## config.mk

```make
export PLATFORM = sky130hd
export DESIGN_NAME = i2c_temp_poller
export DESIGN_NICKNAME = d
export VERILOG_FILES = /design/src/rtl/i2c_pkg.sv /design/src/rtl/temp_minmax_tracker.sv /design/src/rtl/i2c_temp_poller.sv
export SDC_FILE = /design/constraint.sdc
export NUM_CORES = 1
export LEC_CHECK = 0
export CORE_ASPECT_RATIO = 1.25
export CORE_MARGIN = 5
export CORE_UTILIZATION = 51
export DETAILED_ROUTE_END_ITERATION = 12
export PLACE_DENSITY = 0.72
export SLEW_MARGIN = 20
export SYNTH_ARGS = -nofsm -noshare
export SYNTH_HDL_FRONTEND = slang
export SYNTH_SLANG_ARGS = --single-unit
```

## constraint.sdc

```tcl
create_clock -name clk -period 6.9 [get_ports clk]
set_clock_uncertainty 0.15 [all_clocks]
set_input_delay 0.69 -clock clk [delete_from_list [all_inputs] [get_ports clk]]
set_output_delay 0.69 -clock clk [all_outputs]
set_load 0.01 [all_outputs]
```

## src/rtl/i2c_pkg.sv

```systemverilog
// Shared types and constants for the I2C temperature poller.
package i2c_pkg;

  localparam int unsigned TEMP_W   = 12;
  localparam int unsigned TEMP_LSB = 4;

  // Sentinels: the first real sample always replaces both.
  localparam logic [TEMP_W-1:0] TEMP_MIN_INIT = 12'h7FF;
  localparam logic [TEMP_W-1:0] TEMP_MAX_INIT = 12'h800;

  typedef enum logic [2:0] {
    StIdle     = 3'd0,
    StReq      = 3'd1,
    StWaitBusy = 3'd2,
    StWaitData = 3'd3,
    StUpdate   = 3'd4
  } state_e;

endpackage

```

## src/rtl/temp_minmax_tracker.sv

```systemverilog
// Signed running minimum/maximum of accepted temperature samples.
module temp_minmax_tracker
  import i2c_pkg::*;
(
  input  logic                     clk,
  input  logic                     resetn,
  input  logic                     upd,
  input  logic signed [TEMP_W-1:0] sample,
  output logic signed [TEMP_W-1:0] temp_min,
  output logic signed [TEMP_W-1:0] temp_max
);

  logic signed [TEMP_W-1:0] min_q, min_d;
  logic signed [TEMP_W-1:0] max_q, max_d;

  always_comb begin
    min_d = min_q;
    max_d = max_q;
    if (upd) begin
      if (sample < min_q) min_d = sample;
      if (sample > max_q) max_d = sample;
    end
  end

  always_ff @(posedge clk or negedge resetn) begin
    if (!resetn) begin
      min_q <= TEMP_MIN_INIT;
      max_q <= TEMP_MAX_INIT;
    end else begin
      min_q <= min_d;
      max_q <= max_d;
    end
  end

  assign temp_min = min_q;
  assign temp_max = max_q;

endmodule

```

## src/rtl/i2c_temp_poller.sv

```systemverilog
// Periodically triggers the I2C read master and publishes validated temperature samples.
// Optional macro I2C_TEMP_AVG_EN: temp reports a 4-sample moving average.
module i2c_temp_poller
  import i2c_pkg::*;
#(
  parameter int unsigned POLL_PERIOD    = 1000000,
  parameter int unsigned TIMEOUT_CYCLES = 200000,
  parameter int unsigned BUSY_WAIT      = 4
) (
  input  logic              clk,
  input  logic              resetn,
  input  logic              enable,
  input  logic              err_clr,
  output logic              m_start,
  input  logic              m_busy,
  input  logic [15:0]       m_data,
  input  logic              m_data_valid,
  output logic [TEMP_W-1:0] temp,
  output logic              temp_valid,
  output logic [TEMP_W-1:0] temp_min,
  output logic [TEMP_W-1:0] temp_max,
  output logic [15:0]       sample_cnt,
  output logic              err_timeout,
  output logic              err_abort
);

  localparam int unsigned PerW = $clog2(POLL_PERIOD + 1);
  localparam int unsigned ToW  = $clog2(TIMEOUT_CYCLES + 1);
  localparam int unsigned BwW  = $clog2(BUSY_WAIT + 1);

  localparam logic [PerW-1:0] PerLast = PerW'(POLL_PERIOD - 1);
  localparam logic [ToW-1:0]  ToLast  = ToW'(TIMEOUT_CYCLES - 1);
  localparam logic [BwW-1:0]  BwLast  = BwW'(BUSY_WAIT - 1);

  state_e            state_q, state_d;
  logic [PerW-1:0]   per_q, per_d;
  logic [ToW-1:0]    to_q, to_d;
  logic [BwW-1:0]    bw_q, bw_d;
  logic [TEMP_W-1:0] stage_q, stage_d;
  logic [TEMP_W-1:0] temp_q, temp_d;
  logic              temp_valid_q, temp_valid_d;
  logic [15:0]       cnt_q, cnt_d;
  logic              err_to_q, err_to_d;
  logic              err_ab_q, err_ab_d;
  logic              set_timeout, set_abort, upd;
  logic [TEMP_W-1:0] new_temp;
  logic              avg_ok;
  logic              unused_lsb;

  assign unused_lsb = ^m_data[TEMP_LSB-1:0];

  always_comb begin
    state_d     = state_q;
    per_d       = per_q;
    to_d        = to_q;
    bw_d        = bw_q;
    stage_d     = stage_q;
    set_timeout = 1'b0;
    set_abort   = 1'b0;
    upd         = 1'b0;
    case (state_q)
      StIdle: begin
        if (!enable) begin
          per_d = '0;
        end else if (per_q == PerLast) begin
          // Expired while the master is still busy: hold until it frees up.
          if (!m_busy) begin
            state_d = StReq;
            per_d   = '0;
          end
        end else begin
          per_d = per_q + PerW'(1);
        end
      end
      StReq: begin
        bw_d    = '0;
        state_d = StWaitBusy;
      end
      StWaitBusy: begin
        if (m_busy) begin
          to_d    = '0;
          state_d = StWaitData;
        end else if (bw_q == BwLast) begin
          set_abort = 1'b1;
          state_d   = StIdle;
        end else begin
          bw_d = bw_q + BwW'(1);
        end
      end
      StWaitData: begin
        // data_valid takes priority over a coincident busy fall.
        if (m_data_valid) begin
          stage_d = m_data[TEMP_LSB +: TEMP_W];
          state_d = StUpdate;
        end else if (!m_busy) begin
          set_abort = 1'b1;
          state_d   = StIdle;
        end else if (to_q == ToLast) begin
          set_timeout = 1'b1;
          state_d     = StIdle;
        end else begin
          to_d = to_q + ToW'(1);
        end
      end
      StUpdate: begin
        upd     = 1'b1;
        state_d = StIdle;
      end
      default: state_d = StIdle;
    endcase
  end

`ifdef I2C_TEMP_AVG_EN
  logic [TEMP_W-1:0]   hist0_q, hist1_q, hist2_q;
  logic [1:0]          fill_q;
  logic signed [TEMP_W+1:0] avg_sum, avg_shr;

  assign avg_sum = $signed({{2{stage_q[TEMP_W-1]}}, stage_q})
                 + $signed({{2{hist0_q[TEMP_W-1]}}, hist0_q})
                 + $signed({{2{hist1_q[TEMP_W-1]}}, hist1_q})
                 + $signed({{2{hist2_q[TEMP_W-1]}}, hist2_q});
  assign avg_shr  = avg_sum >>> 2;
  assign new_temp = avg_shr[TEMP_W-1:0];
  // Three earlier samples in history means the window is full.
  assign avg_ok   = (fill_q == 2'd3);

  always_ff @(posedge clk or negedge resetn) begin
    if (!resetn) begin
      hist0_q <= '0;
      hist1_q <= '0;
      hist2_q <= '0;
      fill_q  <= '0;
    end else if (upd) begin
      hist0_q <= stage_q;
      hist1_q <= hist0_q;
      hist2_q <= hist1_q;
      if (fill_q != 2'd3) fill_q <= fill_q + 2'd1;
    end
  end
`else
  assign new_temp = stage_q;
  assign avg_ok   = 1'b1;
`endif

  always_comb begin
    temp_d       = temp_q;
    temp_valid_d = 1'b0;
    cnt_d        = cnt_q;
    err_to_d     = err_to_q;
    err_ab_d     = err_ab_q;
    if (upd) begin
      cnt_d = cnt_q + 16'd1;
      if (avg_ok) begin
        temp_d       = new_temp;
        temp_valid_d = 1'b1;
      end
    end
    // A new error in the same cycle as err_clr stays set.
    if (err_clr) begin
      err_to_d = 1'b0;
      err_ab_d = 1'b0;
    end
    if (set_timeout) err_to_d = 1'b1;
    if (set_abort)   err_ab_d = 1'b1;
  end

  always_ff @(posedge clk or negedge resetn) begin
    if (!resetn) begin
      state_q      <= StIdle;
      per_q        <= '0;
      to_q         <= '0;
      bw_q         <= '0;
      stage_q      <= '0;
      temp_q       <= '0;
      temp_valid_q <= 1'b0;
      cnt_q        <= '0;
      err_to_q     <= 1'b0;
      err_ab_q     <= 1'b0;
    end else begin
      state_q      <= state_d;
      per_q        <= per_d;
      to_q         <= to_d;
      bw_q         <= bw_d;
      stage_q      <= stage_d;
      temp_q       <= temp_d;
      temp_valid_q <= temp_valid_d;
      cnt_q        <= cnt_d;
      err_to_q     <= err_to_d;
      err_ab_q     <= err_ab_d;
    end
  end

  temp_minmax_tracker u_minmax (
    .clk      (clk),
    .resetn   (resetn),
    .upd      (upd),
    .sample   (stage_q),
    .temp_min (temp_min),
    .temp_max (temp_max)
  );

  // Decoded from state so reset removes the pulse without waiting for a clock.
  assign m_start     = (state_q == StReq);
  assign temp        = temp_q;
  assign temp_valid  = temp_valid_q;
  assign sample_cnt  = cnt_q;
  assign err_timeout = err_to_q;
  assign err_abort   = err_ab_q;

endmodule

```

==> results of run 1 <==
[registers in the layout, summed over array words and instances (netlist names)]
register / flops
bw_q: 3
err_abort: 1
err_timeout: 1
new_temp: 12
per_q: 20
sample_cnt: 16
state_q: 3
temp: 12
temp_valid: 1
to_q: 18
u_minmax.temp_max: 12
u_minmax.temp_min: 12
[per-layer routing]
layer | up-vias | wire [um]
met5 | - | 0
met4 | 0 | 174
met3 | 12 | 643
met2 | 130 | 6510
met1 | 2341 | 5860
li1 | 2272 | -
[power breakdown]
group	switching (mW)	total, mW	internal [mW]
clock	0.232	0.561	0.329
sequential	0.170	0.964	0.794
combinational	0.399	0.780	0.382
[area by class of cell]
cell class / instances / area share, %
repair buffers: 77 / 11.0
clock buffers: 11 / 3.51
well taps: 135 / 2.44
inverters: 36 / 1.95
clock inverters: 5 / 1.17
multi-input cells: 425 / 39.6
flip-flops and latches: 111 / 40.3
[cells by family after synthesis]
kind of cell | after synthesis | synth area share (%)
xor+xnor | 15 | 2.27
fa+ha+maj | 28 | 6.07
buf+inv | 58 | 4.40
compound gates | 157 | 16.6
simple gates | 199 | 17.2
flops | 111 | 48.4
mux | 26 | 5.07
[synthesized netlist by cell type (all sizes together) (6+ instances only)]
library cell and number:
mux2 23, dfrtp 99, o21ai 73, inv 36, nor2 29, nor3 6
and4 6, ha 28, a21oi 16, o31ai 11, a22oi 22, nand3 24
buf 13, nand4 14, a31oi 12, xnor2 11, nand2 74, nand2b 6
dfstp 12, clkbuf 9, and3 15, nor2b 6
[worst max-delay path by stage]
stage | from | to | slack, ns | cells after the start
floorplan | u_minmax.temp_min[10] | u_minmax.temp_min[11] | 4.50 | 9
global placement | state_q[0] | u_minmax.temp_max[0] | 3.65 | 7
detailed placement | state_q[0] | u_minmax.temp_max[1] | 3.50 | 7
CTS | state_q[0] | u_minmax.temp_max[1] | 3.49 | 7
global route | state_q[0] | u_minmax.temp_max[7] | 3.53 | 7
finish | u_minmax.temp_max[11] | u_minmax.temp_max[1] | 3.81 | 7
[per-stage QoR]
step                setup WS, ns  cells  utilization (%)  total power [mW]
floorplan                   4.50    594                -              1.42
global placement            3.65    784             59.4              1.71
detailed placement          3.50    784             59.4              1.75
CTS                         3.49    800             62.3              2.31
global route                3.53    800             62.5              2.47
finish                      3.81    800             62.5              2.31
==> flow_summary.json, run 1 <==
{
  "r2r_slack_ns": 3.81,
  "overflow": 0,
  "fmax_ghz": 0.324,
  "setup_viol": 0,
  "rsz0062_at_grt": "no",
  "layout.cells.most_common": "dfrtp_1",
  "final.setup.tns_ns": 0,
  "place_area_mm2": 0.00658,
  "timing.final.crit_period_ns": 3.09,
  "fill_cells": 909,
  "rows": 43,
  "layout_common_cells": "dfrtp_1, nand2_1, o21ai_0, clkdlybuf4s50_1, inv_1",
  "yosysWarnings": 0,
  "cp_slowest_cell": "ha_1",
  "end_kind": "flip-flop",
  "dieHeight_um": 129,
  "syn_area_mm2": 0.00578,
  "avgSynthCellArea_um2": 9.72,
  "drt-vias-per-instance": 5.94,
  "hold_violations": 0,
  "drt-wirelength-per-cell_um": 16.5,
  "critPathKind": "flip-flop to flip-flop",
  "async_flop_share_pct": 100,
  "drive_gt1_share_pct": 9.77,
  "ios": 78,
  "crit_chain": "inv_1, ha_1, nand4_1, a211oi_2, or2_1, a22oi_1, o21ai_0",
  "use_met1_pct": 25.8,
  "arrival_ns": 3.19,
  "synth_area_leader_cell": "dfrtp_1",
  "worst-path-buf-inv": 1,
  "p_per_area_mw_per_mm2": 333,
  "yosysSeqAreaShare_pct": 48.4,
  "worst_ep_required_time_ns": 7.01,
  "fin_area_mm2": 0.00692,
  "rr_worst_depth": 7,
  "cts.repair.resized": 0,
  "die_w_um": 105,
  "synth-main-ff-cell": "dfrtp_1",
  "cts.clk_slew.worst_paths_ns": 0.07,
  "grt_pass1_vias": 4746,
  "initial_core_util_pct": 52.1,
  "worstHoldPathType": "input port to async pin",
  "htreeDepth": 3,
  "relSlewSlack_pct": 48.1,
  "cts.path.max_buffers": 2,
  "synth_top_area_share_pct": 42.9,
  "min_period_over_period_pct": 44.7,
  "final_antenna_net_count": 0,
  "max_stage_delay_ns": 0.58,
  "crit_fanout": 16,
  "outcome": "completed",
  "clockRootBuffer": "clkbuf_16",
  "clock_latency_ns": 0.35,
  "worstReg2RegEnd": "u_minmax.temp_max[1]",
  "ys_ff_latch": 111,
  "grt_pass1_wl_um": 22500,
  "worst_pin_slew_ns": 0.773,
  "grt.met3_usage_pct": 2.96,
  "antennaDiodeCount": 0,
  "hpwl_um": 9400,
  "drtIter0Drc": 262,
  "synth_nets": 644,
  "vias": 4755,
  "gp_congestion": 0.826,
  "leakage_nw": 3.08,
  "ys_types": 53,
  "hold_ws_ns": 0.204,
  "drv_cap": 0,
  "grt_max_degree": 61,
  "globalRoute.busiestLayer": "met2",
  "dr.pass1.iters": 4,
  "ff_latch_area_mm2": 0.00279,
  "synthCells": 594,
  "synthTopCellsByArea": "dfrtp_1, o21ai_0, ha_1",
  "routed_wl_um": 13200,
  "multi_input_area_mm2": 0.00274,
  "crit_family": "compound AO/OA/AOI/OAI gates",
  "track_usage_pct": 19.9,
  "ctsHoldBuffers": 0,
  "port_buffers": 73,
  "clock-sinks": 111,
  "synth_edf_count": 0,
  "timing_max_transition_violations_final": 0,
  "dieArea_mm2": 0.0136,
  "coreArea_mm2": 0.0111,
  "cts_setup_buffers": 0,
  "drc_errors": 0,
  "ir_drop_uv": 171,
  "grt_use_met2_pct": 34.4,
  "critPathLaunchType": "flip-flop",
  "synthToLayoutAreaGrowth_pct": 19.9,
  "cts_tree": "done",
  "nets": 710,
  "antenna_found_initial": 0,
  "cts_buffers": 9,
  "reg2reg_from": "u_minmax.temp_max[11]"
}
Note: power is estimated with default switching activity, not from simulation.
==> inputs of run 2 (changes only) <==
clock period = 3.05 ns   (was 6.9 ns; I/O delays follow)
==> run 2 against run 1 <==
Core utilization up 0.60 points. Sequential share of layout area down 0.38 points. Sequential cell count unchanged. Total power grew 130%. Clock power rose by 130%. Routed wire length rose by 2.3%. Critical path type unchanged. Largest power group unchanged. Highest routed layer unchanged.
==> flow_summary.json, run 2 (synthesis gave the netlist of run 1 again) <==
{
  "rows": 43,
  "die_w_um": 105,
  "htreeDepth": 3,
  "cts_setup_buffers": 0,
  "cp_slowest_cell": "dfstp_2",
  "antenna_found_initial": 0,
  "timing.final.crit_period_ns": 2.80,
  "dieHeight_um": 129,
  "layout.cells.most_common": "dfrtp_1",
  "dieArea_mm2": 0.0136,
  "final_antenna_net_count": 0,
  "largest-register": "per_q",
  "worst_ep_required_time_ns": 3.15,
  "hold_violations": 0,
  "p_per_area_mw_per_mm2": 755,
  "clockRootBuffer": "clkbuf_16",
  "end_kind": "flip-flop",
  "arrival_ns": 2.90,
  "cts.clk_slew.worst_paths_ns": 0.07,
  "grt_pass1_vias": 4925,
  "critPathKind": "flip-flop to flip-flop",
  "max_stage_delay_ns": 0.56,
  "critPathLaunchType": "flip-flop",
  "cts.path.max_buffers": 2,
  "clock-sinks": 111,
  "nets": 718,
  "drv_cap": 0,
  "rsz0062_at_grt": "no",
  "drt-vias-per-instance": 6.02,
  "drive_gt1_share_pct": 10.7,
  "leakage_nw": 3.12,
  "crit_fanout": 12,
  "setup_viol": 0,
  "drt-wirelength-per-cell_um": 16.7,
  "power_mw": 5.28,
  "port_buffers": 73,
  "cts_buffers": 9,
  "final.setup.tns_ns": 0,
  "initial_core_util_pct": 52.1,
  "timing_max_transition_violations_final": 0,
  "dr.pass1.iters": 7,
  "outcome": "completed",
  "hpwl_um": 9720,
  "coreArea_mm2": 0.0111,
  "track_usage_pct": 21.0,
  "routed_wl_um": 13500,
  "cts_tree": "done",
  "synthToLayoutAreaGrowth_pct": 21.0,
  "ir_drop_uv": 326,
  "worstHoldPathType": "input port to async pin",
  "vias": 4866,
  "grt_max_degree": 55,
  "min_period_over_period_pct": 91.7,
  "overflow": 0,
  "worst_pin_slew_ns": 0.685,
  "layout_common_cells": "dfrtp_1, nand2_1, o21ai_0, clkdlybuf4s50_1, inv_1",
  "grt_pass1_wl_um": 23600,
  "antennaDiodeCount": 0,
  "gp_congestion": 0.907,
  "drc_errors": 0,
  "drtIter0Drc": 276,
  "crit_chain": "inv_1, ha_1, nand4_1, a211oi_2, or2_1, a22oi_1, o21ai_0",
  "ios": 78,
  "clock_latency_ns": 0.34,
  "largest_register_ff_count": 20,
  "relSlewSlack_pct": 54.1,
  "fmax_ghz": 0.357
}
-- run 2: per-layer routing --
| layer | wire, um | vias up | GRT usage, % |
|---|---|---|---|
| li1 | - | 2291 | - |
| met1 | 5850 | 2390 | 27.3 |
| met2 | 6620 | 162 | 35.4 |
| met3 | 736 | 23 | 3.71 |
| met4 | 269 | 0 | 7.45 |
| met5 | 0 | - | 0 |
-- run 2: timing repair --
item,4_1_cts,5_1_grt
resized for setup,0,0
endpoints found under the hold margin,28,0
hold buffers,1,0
-- run 2: cell type report --
class	instances	area [um^2]
fillers	909	4090
flip-flops and latches	111	2790
multi-input cells	425	2730
repair buffers	85	833
clock buffers	9	225
well taps	135	169
inverters	36	135
clock inverters	7	103
-- run 2: final timing paths --
path	slack (ns)	to	depth (start not counted)	from
setup reg to reg	0.25	u_minmax.temp_max[10]	7	u_minmax.temp_max[11]
hold / removal	0.30	new_temp[4]	2	resetn
min in group clk	0.33	sample_cnt[15]	1	sample_cnt[15]
max in group asynchronous	1.72	u_minmax.temp_min[1]	3	resetn
hold reg to reg	0.33	sample_cnt[15]	1	sample_cnt[15]
setup / recovery	0.25	u_minmax.temp_max[10]	7	u_minmax.temp_max[11]
-- run 2: stage by stage --
stage	hold WS (ns)	utilization, %	cell area [um^2]	setup slack, ns	cells
after floorplan	-0.141	-	5780	0.651	594
after global placement	0.122	60.0	6650	0.434	791
after detailed placement	0.129	60.0	6650	0.305	791
after CTS	0.300	63.0	6990	0.288	808
after global routing	0.330	63.1	6990	0.0776	808
final	0.296	63.1	6990	0.252	808
-- run 2: worst max-delay path: cells and delay by family (launching register included) --
family | cells | cell delay [ns]
fa+ha+maj | 1 | 0.45
simple gates | 2 | 0.69
flops | 1 | 0.56
compound gates | 3 | 0.79
buf+inv | 1 | 0.05
-- run 2: power by group --
part	leakage (nW)	switching [mW]	internal, mW
Combinational	1.53	0.914	0.891
Sequential	1.43	0.401	1.80
Clock	0.157	0.548	0.729
Total	3.12	1.86	3.42
